**src/rtl/archel_dbg_pkg.sv**
```systemverilog
// Shared types and defaults for the archel debug/run-control blocks.
package archel_dbg_pkg;

    typedef enum logic [1:0] {
        StRun      = 2'd0,
        StHalt     = 2'd1,
        StStepping = 2'd2
    } run_state_e;

    localparam int unsigned BP_IDX_W            = 3;
    localparam int unsigned DEF_DEBOUNCE_CYCLES = 4;
    localparam int unsigned DEF_REPEAT_CYCLES   = 16;

endpackage

```
**src/rtl/archel_btn_debounce.sv**
```systemverilog
// Button conditioner: 2-FF sync, debounce counter, one-cycle press pulse and
// auto-repeat pulses while the debounced level stays high.
module archel_btn_debounce
    import archel_dbg_pkg::*;
#(
    parameter int unsigned DEBOUNCE_CYCLES = DEF_DEBOUNCE_CYCLES,
    parameter int unsigned REPEAT_CYCLES   = DEF_REPEAT_CYCLES
) (
    input  logic clk,
    input  logic rst_n,
    input  logic btn,
    output logic pulse
);

    localparam int unsigned DB_MAX = (DEBOUNCE_CYCLES > 0) ? DEBOUNCE_CYCLES - 1 : 0;
    localparam int unsigned DB_W   = (DB_MAX > 0) ? $clog2(DB_MAX + 1) : 1;
    localparam int unsigned RP_MAX = (REPEAT_CYCLES > 0) ? REPEAT_CYCLES - 1 : 0;
    localparam int unsigned RP_W   = (RP_MAX > 0) ? $clog2(RP_MAX + 1) : 1;
    localparam logic [DB_W-1:0] DB_LAST = DB_W'(DB_MAX);
    localparam logic [RP_W-1:0] RP_LAST = RP_W'(RP_MAX);
    localparam logic REPEAT_ON = (REPEAT_CYCLES != 0);

    logic            sync1_q, sync2_q;
    logic            level_q, level_d;
    logic            prev_q;
    logic [DB_W-1:0] cnt_q, cnt_d;
    logic [RP_W-1:0] rep_q, rep_d;
    logic            pulse_q, pulse_d;
    logic            rise, rep_hit;

    // The level only flips after DEBOUNCE_CYCLES consecutive differing samples.
    always_comb begin
        level_d = level_q;
        cnt_d   = cnt_q;
        if (sync2_q == level_q) begin
            cnt_d = '0;
        end else if (cnt_q == DB_LAST) begin
            level_d = sync2_q;
            cnt_d   = '0;
        end else begin
            cnt_d = cnt_q + DB_W'(1);
        end
    end

    always_comb begin
        rise    = level_q & ~prev_q;
        rep_hit = REPEAT_ON & level_q & prev_q & (rep_q == RP_LAST);
        pulse_d = rise | rep_hit;
        if (!level_q || rise || rep_hit) begin
            rep_d = '0;
        end else begin
            rep_d = rep_q + RP_W'(1);
        end
    end

    always_ff @(posedge clk or negedge rst_n) begin
        if (!rst_n) begin
            sync1_q <= 1'b0;
            sync2_q <= 1'b0;
            level_q <= 1'b0;
            prev_q  <= 1'b0;
            cnt_q   <= '0;
            rep_q   <= '0;
            pulse_q <= 1'b0;
        end else begin
            sync1_q <= btn;
            sync2_q <= sync1_q;
            level_q <= level_d;
            prev_q  <= level_q;
            cnt_q   <= cnt_d;
            rep_q   <= rep_d;
            pulse_q <= pulse_d;
        end
    end

    assign pulse = pulse_q;

endmodule

```
**src/rtl/archel_run_ctrl.sv**
```systemverilog
// Run/pause/step controller for the archel core: gates CPU_EN at instruction
// boundaries, supports step bursts, auto-repeat stepping and PC breakpoints.
module archel_run_ctrl
    import archel_dbg_pkg::*;
#(
    parameter int unsigned DEBOUNCE_CYCLES = DEF_DEBOUNCE_CYCLES,
    parameter int unsigned REPEAT_CYCLES   = DEF_REPEAT_CYCLES,
    parameter int unsigned STEP_W          = 8,
    parameter int unsigned PC_W            = 16,
    parameter int unsigned N_BP            = 2
) (
    input  logic                   clk,
    input  logic                   rst_n,
    input  logic                   pause,
    input  logic                   step,
    input  logic [STEP_W-1:0]      step_count,
    input  logic                   instr_done,
    input  logic [PC_W-1:0]        pc_next,
    input  logic [N_BP*PC_W-1:0]   bp_addr,
    input  logic [N_BP-1:0]        bp_en,
    output logic                   cpu_en,
    output logic                   halted,
    output logic                   bp_hit,
    output logic [BP_IDX_W-1:0]    bp_idx,
    output logic [STEP_W-1:0]      steps_left,
    output logic [1:0]             state
);

    logic pause_s1_q, pause_s2_q;
    logic stp_req;

    archel_btn_debounce #(
        .DEBOUNCE_CYCLES (DEBOUNCE_CYCLES),
        .REPEAT_CYCLES   (REPEAT_CYCLES)
    ) u_step_btn (
        .clk   (clk),
        .rst_n (rst_n),
        .btn   (step),
        .pulse (stp_req)
    );

    run_state_e          state_q, state_d;
    logic [STEP_W-1:0]   steps_q, steps_d;
    logic                bp_hit_q, bp_hit_d;
    logic [BP_IDX_W-1:0] bp_idx_q, bp_idx_d;
    logic                cpu_en_q, halted_q;
    logic                done;
    logic                bp_any;
    logic [BP_IDX_W-1:0] bp_sel;
    logic [STEP_W-1:0]   burst_len;
    logic [STEP_W-1:0]   steps_dec;

    // INSTR_DONE is only meaningful while the core is actually enabled.
    assign done      = instr_done & cpu_en_q;
    assign burst_len = (step_count == '0) ? STEP_W'(1) : step_count;
    assign steps_dec = (steps_q == '0) ? '0 : steps_q - STEP_W'(1);

    // Scan downwards so the lowest matching slot is the one reported.
    always_comb begin
        bp_any = 1'b0;
        bp_sel = '0;
        for (int i = int'(N_BP) - 1; i >= 0; i--) begin
            if (bp_en[i] && (bp_addr[i*PC_W +: PC_W] == pc_next)) begin
                bp_any = 1'b1;
                bp_sel = BP_IDX_W'(i);
            end
        end
    end

    always_comb begin
        state_d  = state_q;
        steps_d  = steps_q;
        bp_hit_d = bp_hit_q;
        bp_idx_d = bp_idx_q;
        case (state_q)
            StRun: begin
                if (done) begin
                    if (bp_any) begin
                        state_d  = StHalt;
                        bp_hit_d = 1'b1;
                        bp_idx_d = bp_sel;
                    end else if (pause_s2_q) begin
                        state_d = StHalt;
                    end
                end
            end
            StHalt: begin
                if (stp_req) begin
                    steps_d  = burst_len;
                    bp_hit_d = 1'b0;
                    state_d  = pause_s2_q ? StStepping : StRun;
                end else if (!pause_s2_q && !bp_hit_q) begin
                    state_d = StRun;
                end
            end
            StStepping: begin
                if (done) begin
                    steps_d = steps_dec;
                    if (bp_any) begin
                        state_d  = StHalt;
                        bp_hit_d = 1'b1;
                        bp_idx_d = bp_sel;
                    end else if (steps_dec == '0) begin
                        state_d = StHalt;
                    end
                end
            end
            default: state_d = StRun;
        endcase
    end

    always_ff @(posedge clk or negedge rst_n) begin
        if (!rst_n) begin
            pause_s1_q <= 1'b0;
            pause_s2_q <= 1'b0;
            state_q    <= StRun;
            steps_q    <= '0;
            bp_hit_q   <= 1'b0;
            bp_idx_q   <= '0;
            cpu_en_q   <= 1'b0;
            halted_q   <= 1'b0;
        end else begin
            pause_s1_q <= pause;
            pause_s2_q <= pause_s1_q;
            state_q    <= state_d;
            steps_q    <= steps_d;
            bp_hit_q   <= bp_hit_d;
            bp_idx_q   <= bp_idx_d;
            cpu_en_q   <= (state_d != StHalt);
            halted_q   <= (state_d == StHalt);
        end
    end

    assign cpu_en     = cpu_en_q;
    assign halted     = halted_q;
    assign bp_hit     = bp_hit_q;
    assign bp_idx     = bp_idx_q;
    assign steps_left = steps_q;
    assign state      = state_q;

endmodule

```
**config.mk**
```make
export PLATFORM = sky130hd
export DESIGN_NAME = archel_run_ctrl
export DESIGN_NICKNAME = d
export VERILOG_FILES = /design/src/rtl/archel_dbg_pkg.sv /design/src/rtl/archel_btn_debounce.sv /design/src/rtl/archel_run_ctrl.sv
export SDC_FILE = /design/constraint.sdc
export NUM_CORES = 1
export LEC_CHECK = 0
export ABC_AREA = 1
export BUFFER_PORTS_ARGS = -buffer_cell sky130_fd_sc_hd__buf_4
export CAP_MARGIN = 0
export CORE_MARGIN = 4
export CORE_UTILIZATION = 56
export CTS_CLUSTER_DIAMETER = 80
export DETAILED_ROUTE_END_ITERATION = 12
export PLACE_DENSITY = 0.87
export SLEW_MARGIN = 30
export SYNTH_ARGS = -nofsm -noshare
export SYNTH_HDL_FRONTEND = slang
export SYNTH_HIERARCHICAL = 1
export SYNTH_SLANG_ARGS = --single-unit
```
**constraint.sdc**
```tcl
create_clock -name clk -period 3.3 [get_ports clk]
set_input_delay 0.165 -clock clk [delete_from_list [all_inputs] [get_ports clk]]
set_output_delay 0.165 -clock clk [all_outputs]
set_load 0.005 [all_outputs]
```
==> results.md, run 1 <==
Run status:
- The flow ran to the end, and the final reports show no timing, DRC or antenna violations.

Synthesis:
- After synthesis, the mean cell area works out to 6.03 µm².
- The main flop type after synthesis is dfrtp_1.
- Synthesis produced 403 cells.
- The proportion of synthesized flip-flops having asynchronous set or reset is 100%.
- The number of distinct library cell variants in the gate-level netlist after synthesis is 34.
- Ranked by total cell area, the synthesized netlist is headed by dfrtp_1 28%, nand2_1 22%, inv_1 10%, nor2_1 8.3%, nand3_1 3.7%.
- Counting instances in the post-synthesis netlist gives the leading cell types as 141 x nand2_1, 66 x inv_1, 54 x nor2_1.
- During synthesis, Yosys emitted a total of 6 warnings.
- The top cell type by area accounts for 27.8% of the synthesized area.
- The cell area after synthesis is 2430 µm².
- Of all cell types, the one taking the most synthesized area is dfrtp_1.
- The portion of the post-synthesis area used by sequential elements is 27.8%.
- The number of enable-type register cells in the synthesized netlist is 0.
- In the post-synthesis netlist, the cell with the most instances is nand2_1.
- The register bit count reported by yosys is 27.

Pwr:
- The maximum resistive drop on vdd is 0.374 mV.
- The analysis attributes to cell leakage a power of 1.84 nW.
- The total power divided by cell area is 546 nW/µm².

Setup path:
- The largest single stage delay on the critical path is 0.45 ns.
- STA classifies the critical path endpoint as a register.
- The critical path goes through inv_2 -> ha_1 -> inv_1 -> nor2_1 -> nand2_1 -> nand2_1 -> nand2_4 -> nand4_1 -> nor2_2 -> o21ai_1 -> nand2_1.
- The most critical setup path has its startpoint at steps_left[0]$_DFFE_PN0P_.
- STA classifies the critical path startpoint as a register.
- The critical path start-end classification is reg -> reg.
- Among all stages on the critical path, the largest delay is contributed by dfrtp_1.
- The startpoint identified for the worst register-to-register timing path is steps_left[0]$_DFFE_PN0P_.
- The most frequent cell on the critical path is nand2_1.
- Along the worst path, the maximum fanout reaches 6.
- The arrival time at the worst endpoint is 2.08 ns.
- The data required time of the critical path is 3.47 ns.

STA:
- Between clock sinks in the finished design, the worst skew comes to 0.00602 ns.
- Setup violations remaining at the end of the flow were counted as 0.
- After routing, the total negative slack on setup checks comes to 0 ns.
- The final number of hold-violating endpoints came to 0.
- The worst slew margin relative to its limit is 66.5%.
- The highest attainable clock frequency is 524 MHz.
- Of the available clock period, the critical path in the final layout requires 57.9%.
- The count of pins over their slew limit is 0.
- The final critical delay including setup and external delays is 1.91 ns.
- The actual transition at the worst max-transition pin is 0.497 ns.
- Setup repair after global routing left no endpoint under its margin.

Floorplanning:
- During I/O placement, the number of pins put on the boundary was 79.
- After floorplanning, the core was sized to cover 4090 µm².
- The initial standard-cell utilization of the core is 59.4%.
- The total die area is 5450 µm².
- The die span in y is 73.9 µm.
- The floorplan row count is 23.
- The die is 73.9 µm wide.

Detailed routing:
- The detailed-route DRC error count is 0.
- The count of antenna-violating nets left after detailed routing is 0.
- After the first detailed-routing iteration, the DRC count stood at 234.
- Using the TritonRoute via totals, the vias-per-cell ratio works out to 5.08.
- The first-pass iteration count of the detailed router is 4.
- Detailed routing inserted a total of 2,705 vias.
- In the final routed layout, each cell accounts on average for 12.5 µm.
- For this block, the routed nets add up to 6.67 mm of wire.

Clocking:
- The largest buffer count on any clock path is 2.
- The total clock buffers created by CTS is 3.
- The master cell of the clock root buffer is clkbuf_8.
- The number of buffers added to fix hold violations after cts is 3.
- After clock tree synthesis, the setup repair step added 0 buffers.
- For this design, the sink count on the clock tree is 27.
- The clock latency at the later pin of the worst-skew pair is 0.28 ns.
- After clock tree synthesis, the clock-pin slew on the worst setup and hold paths is 0.10 ns.
- TritonCTS built the clock tree.
- CTS built an H-tree with a depth of 1.
- After clock tree synthesis, the repair step resized 0 gates.

Cells and area:
- Of the cells placed in the final design, the portion with a size suffix greater than 1 is 23.0%.
- Once layout is complete, the utilization of the core stands at 75.8%.
- In the final design database the tool counted 549 nets.
- Summing all multi-input logic gate instances after layout gives 1420 µm².
- The area taken by flip-flops and latches is 676 µm².
- The area added between synthesis and finish is 27.6%.
- The layout has 354 filler cells.
- The repair_antennas step left the layout with diodes totalling 0.

Global route:
- The initial antenna violation count is 0.
- The largest net degree at the start of global routing is 28.
- The first global-routing pass estimated 10.7 mm of wire.
- The number of global-route vias before repair is 2,438.
- The total overflow left after global routing is 0.
- The overall track demand over capacity in global routing is 25.0%.

Min path:
- The launch instance of the worst min-delay path is step_count[3].
- The worst hold path class is in -> reg.

Place:
- Summed over all nets, the half-perimeter wirelength after detailed placement is 5.49 mm.
- The weighted congestion at the end of routability-driven global placement is 0.974.
- The number of buffer cells added on primary ports is 76.

Run:
- Across the run, the number of max-cap violations was 0.
## kinds of logic (layout without fill, tap and decap cells)
family	count (synthesis)	count (layout)	synth area share (%)
XOR/XNOR	8	8	2.89
buffers and inverters	82	160	13.9
AND/OR/NAND/NOR	244	244	44.5
AO/OA/AOI/OAI	38	38	9.22
flip-flops	27	27	27.8
adder cells (fa/ha/maj)	3	3	1.55
other	1	2	0.154
## cells in the final DEF (no fill, tap or decap), types with 4 or more instances in the layout
master    Yosys  final
nand2_1     141    141
buf_4         3     76
inv_1        66     66
nor2_1       54     54
dfrtp_1      27     27
nand3_1      18     18
o21ai_0      14     14
inv_2        10     10
xnor2_1       6      6
o211ai_1      6      6
a21oi_1       6      6
nand4_1       4      4
nor2_2        4      4
nand2_2       4      4
nand3_2       4      4
o21ai_1       4      4
o22ai_1       4      4
## where the power goes
part / total [mW] / switching, mW / internal [mW]
Combinational: 0.952 / 0.566 / 0.385
Clock: 0.203 / 0.114 / 0.0888
Sequential: 0.537 / 0.107 / 0.429
## worst max-delay path: cells and delay by family (launching register included)
| kind | cells | cell delay [ns] |
|---|---|---|
| and+or+nand+nor | 7 | 0.71 |
| DFF | 1 | 0.45 |
| adders and majority gates | 1 | 0.28 |
| buffers and inverters | 2 | 0.21 |
| AOI/OAI and AO/OA | 1 | 0.16 |
## through the flow
| step | total power, mW | setup slack [ns] | instance area (µm²) | hold slack (ns) | cells |
|---|---|---|---|---|---|
| 4_1_cts | 1.68 | 1.42 | 3100 | 0.149 | 532 |
| 6_report | 1.69 | 1.39 | 3100 | 0.154 | 532 |
| 5_1_grt | 1.84 | 1.22 | 3100 | 0.158 | 532 |
| 3_5_place_dp | 1.47 | 1.44 | 3020 | 0.0967 | 525 |
| 3_3_place_gp | 1.43 | 1.56 | 3020 | 0.0937 | 525 |
| 2_1_floorplan | 1.17 | 1.64 | 2430 | -0.131 | 404 |
## sequential cells by signal (all words and copies together), names as in the netlist
| signal | flops |
|---|---|
| bp_hit | 1 |
| state | 2 |
| u_step_btn/rep_q | 4 |
| bp_idx | 1 |
| u_step_btn/prev_q | 1 |
| u_step_btn/sync2_q | 1 |
| halted | 1 |
| pause_s1_q | 1 |
| u_step_btn/cnt_q | 2 |
| steps_left | 8 |
| cpu_en | 1 |
| u_step_btn/pulse | 1 |
| u_step_btn/level_q | 1 |
| u_step_btn/sync1_q | 1 |
| pause_s2_q | 1 |
## path summary, 6_finish.rpt
kind	end	slack, ns	cells after the start
max reg2reg	state[0]$_DFF_PN0_	1.39	11
min reg2reg	pause_s2_q$_DFF_PN0_	0.36	0
max in group asynchronous	u_step_btn/sync2_q$_DFF_PN0_	2.70	2
max	state[0]$_DFF_PN0_	1.39	11
min in group asynchronous	steps_left[3]$_DFFE_PN0P_	0.34	2
min	steps_left[3]$_DFFE_PN0P_	0.15	3
## area by class of cell
type / count / area share (%)
Multi-Input combinational cell: 295 / 45.8
Sequential cell: 27 / 21.8
Timing Repair Buffer: 79 / 19.4
Inverter: 77 / 9.33
Tap cell: 50 / 2.02
Clock buffer: 3 / 1.33
Clock inverter: 1 / 0.283
## routing by layer
metal | vias up | global-route usage (%) | wire length (µm)
met5 | - | 0 | 0
met4 | 0 | 6.64 | 118
met3 | 19 | 3.83 | 551
met2 | 102 | 39.5 | 3070
met1 | 1203 | 35.6 | 2930
li1 | 1381 | - | -
(Power assumes the default switching activity.)
==> run 2: changes to the inputs <==
CORE_UTILIZATION = 47   (was 56)
PLACE_DENSITY = 0.78   (was 0.87)
clock period = 1.6 ns   (was 3.3 ns; I/O delays follow)
==> run 2 against run 1 <==
Net effect:
- the run now ends with negative setup slack left
- clock power grew 110%
- sequential share of layout area shrank 1.5 points
- combinational power grew to 2.6 times the previous value
- utilization shrank 7.2 points
- clock skew shrank 0.0012 ns
- clock-buffer cell count is the same
- sequential power grew 100%
- register-to-register slack lost 1.5 ns
- global-route usage shrank 3.2 points
- flip-flop and latch count is the same
- final cell count grew 6.0%
- setup slack lost 1.5 ns
- critical path type unchanged
==> results.md, run 2 (same netlist as run 1, synthesis figures left out) <==
Run status:
- Result of the run: complete, but fails checks (was completed).
- The final reports fail on negative setup slack.

Setup path:
- The critical path start-end classification is reg -> reg (unchanged).
- The element type at the critical path start is a register (unchanged).
- The most frequent cell on the critical path was nor2_1 (was nand2_1).
- Cell-by-cell listing of the critical path: inv_2 -> ha_4 -> nand3_4 -> inv_4 -> nand2_8 -> nand3_4 -> nand4_1 -> nor2_4 -> nor2_1 -> nor2_1 -> nor2_1 (was inv_2 -> ha_1 -> inv_1 -> nor2_1 -> nand2_1 -> nand2_1 -> nand2_4 -> nand4_1 -> nor2_2 -> o21ai_1 -> nand2_1).
- The arrival time at the worst endpoint is 1.85 ns (was 2.08 ns).
- The delay of the slowest cell on the worst path was 0.41 ns (was 0.45 ns).
- The critical-path cell with the highest stage delay is dfrtp_1 (unchanged).
- The maximum fanout encountered on the critical timing path is 6 (unchanged).
- The kind of capture point of the worst setup path is a register (unchanged).
- The data required time of the critical path was 1.78 ns (was 3.47 ns).

Cells and area:
- The number of flip-flops under the largest register name is 8 (unchanged).
- The share of final-layout standard cells stronger than drive strength 1 is 27.6% (was 23.0%).
- Commonest non-fill, non-tap cells in the layout: 139 x nand2_1, 90 x buf_4, 65 x inv_1, 53 x nor2_1, 26 x dfrtp_1 (was 141 x nand2_1, 76 x buf_4, 66 x inv_1, 54 x nor2_1, 27 x dfrtp_1).
- The area added between synthesis and finish was 36.9% (was 27.6%).
- The antenna diode instance count is 0 (unchanged).
- The fraction of the core area covered by cells at the end of the flow is 68.6% (was 75.8%).
- The most common cell after layout, fill and taps aside is nand2_1 (unchanged).
- The final layout net count is 564 (was 549).

Detailed routing:
- The total number of vias is 2,717 (was 2,705).
- The first-pass iteration count of the detailed router came to 5 (was 4).
- The average wire per cell in the routed design came to 12.4 µm (was 12.5 µm).
- The detailed-route DRC error count is 0 (unchanged).
- The via-per-instance ratio is 4.82 (was 5.08).
- The count of antenna-violating nets left after detailed routing is 0 (unchanged).
- The initial detailed-routing violation count was 178 (was 234).
- The post-detailed-routing wire length is 6.99 mm (was 6.67 mm).

STA:
- RSZ-0062 raised after global routing: yes (was no).
- The final worst slack was -0.0694 ns (was 1.39 ns).
- The final clock period utilization by the worst path is 104% (was 57.9%).
- The number of endpoints failing setup at the final stage was 2 (was 0).
- The final critical delay including setup and external delays is 1.67 ns (was 1.91 ns).
- The aggregate negative setup slack is -0.135 ns (was 0 ns).
- The count of pins over their slew limit came to 0 (unchanged).
- The setup clock skew after layout came to 0.00483 ns (was 0.00602 ns).
- The final number of hold-violating endpoints is 0 (unchanged).
- The highest attainable clock frequency is 599 MHz (was 524 MHz).

Run:
- The count of max-cap constraint violations was 0 (unchanged).

Clocking:
- The TritonCTS clock tree is built (unchanged).
- The register clock-pin slew on the reported worst setup and hold paths came to 0.10 ns (about the same).
- The largest buffer count on any clock path is 2 (unchanged).
- The master cell of the clock root buffer is clkbuf_8 (unchanged).
- The number of sinks handled by clock tree synthesis is 27 (unchanged).
- The total number of H-tree levels came to 1 (unchanged).
- The clock latency at the later pin of the worst-skew pair was 0.28 ns (about the same).
- The total clock buffers created by CTS is 3 (unchanged).

Global route:
- The total grt overflow was 0 (unchanged).
- The wire length of the first global-routing pass was 11.1 mm (was 10.7 mm).
- The met1 track demand over resource in global routing was 28.9% (was 35.6%).
- The largest net degree at the start of global routing is 28 (unchanged).
- The met2 track demand over resource in global routing is 37.9% (was 39.5%).
- The number of global-route vias before repair was 2,575 (was 2,438).
- The overall track demand over capacity in global routing is 21.9% (was 25.0%).
- The layer carrying the most global-route usage is met2 (unchanged).
- The initial antenna violation count is 0 (unchanged).
- The routing usage on met3 came to 3.16% (was 3.83%).

Pwr:
- The leakage power was 1.91 nW (was 1.84 nW).
- The total power divided by cell area is 1200 nW/µm² (was 546 nW/µm²).
- The maximum resistive drop on vdd came to 0.635 mV (was 0.374 mV).

Floorplanning:
- The initial standard-cell utilization of the core came to 50.1% (was 59.4%).
- The die span in y was 79.9 µm (was 73.9 µm).
- The total die area is 6380 µm² (was 5450 µm²).
- The floorplan row count is 25 (was 23).
- The number of placed I/O pins is 79 (unchanged).
- The core area was 4850 µm² (was 4090 µm²).
- The horizontal die dimension is 79.9 µm (was 73.9 µm).

Place:
- The weighted congestion at the end of routability-driven global placement is 0.897 (was 0.974).
- The number of buffer cells added on primary ports was 76 (unchanged).
- The placed wire-length estimate is 5.71 mm (was 5.49 mm).

Min path:
- The worst hold path class was in -> reg (unchanged).
[run 2: stage by stage]
step	total power [mW]	hold WS (ns)	std cells	setup WS (ns)	cell area, µm²
finish	3.99	0.0691	564	-0.0694	3330
global placement	3.13	0.0101	548	0.00744	3100
floorplan	2.44	-0.216	404	0.00817	2440
detailed placement	3.17	0.00875	548	-0.0801	3100
global route	4.31	0.0687	564	-0.179	3330
CTS	3.61	0.0675	555	0.0122	3180
[run 2: power by group]
part / leakage [nW] / internal, mW / total (mW) / switching (mW)
sequential: 0.342 / 0.888 / 1.10 / 0.208
combinational: 1.54 / 1.10 / 2.47 / 1.37
clock: 0.0261 / 0.183 / 0.420 / 0.237
[run 2: worst max-delay path, delay by kind of cell (launching register included)]
| kind | cells | cell delay [ns] |
|---|---|---|
| DFF | 1 | 0.41 |
| adders and majority gates | 1 | 0.17 |
| buffers and inverters | 2 | 0.18 |
| and+or+nand+nor | 8 | 0.82 |
[run 2: area by class of cell]
type                            count  area, µm²
Clock buffer                        3       41.3
Clock inverter                      1       8.76
Fill cell                         465       1520
Inverter                           77        294
Multi-Input combinational cell    295       1500
Sequential cell                    27        677
Tap cell                           67       83.8
Timing Repair Buffer               94        717
[run 2: routing by layer]
layer | share of wire, % | vias up
met2 | 49 | 104
met1 | 45 | 1193
met5 | 0 | -
met3 | 6.0 | 5
met4 | 0.63 | 0
li1 | - | 1415
[run 2: path summary, 6_finish.rpt]
check | startpoint | slack [ns] | end | cells past startpoint
setup / recovery | steps_left[1]$_DFFE_PN0P_ | -0.07 | cpu_en$_DFF_PN0_ | 11
hold / removal | step_count[5] | 0.07 | steps_left[5]$_DFFE_PN0P_ | 3
setup reg to reg | steps_left[1]$_DFFE_PN0P_ | -0.07 | cpu_en$_DFF_PN0_ | 11
hold reg to reg | pause_s1_q$_DFF_PN0_ | 0.36 | pause_s2_q$_DFF_PN0_ | 0
max in group asynchronous | rst_n | 1.09 | steps_left[2]$_DFFE_PN0P_ | 2
min in group asynchronous | rst_n | 0.23 | steps_left[4]$_DFFE_PN0P_ | 2
[run 2: what timing repair did]
item,4_1_cts,5_1_grt
hold buffers,3,0
pin swaps,1,14
setup buffers,0,9
endpoints found under the setup margin,4,5
resized for setup,3,20
endpoints found under the hold margin,29,0
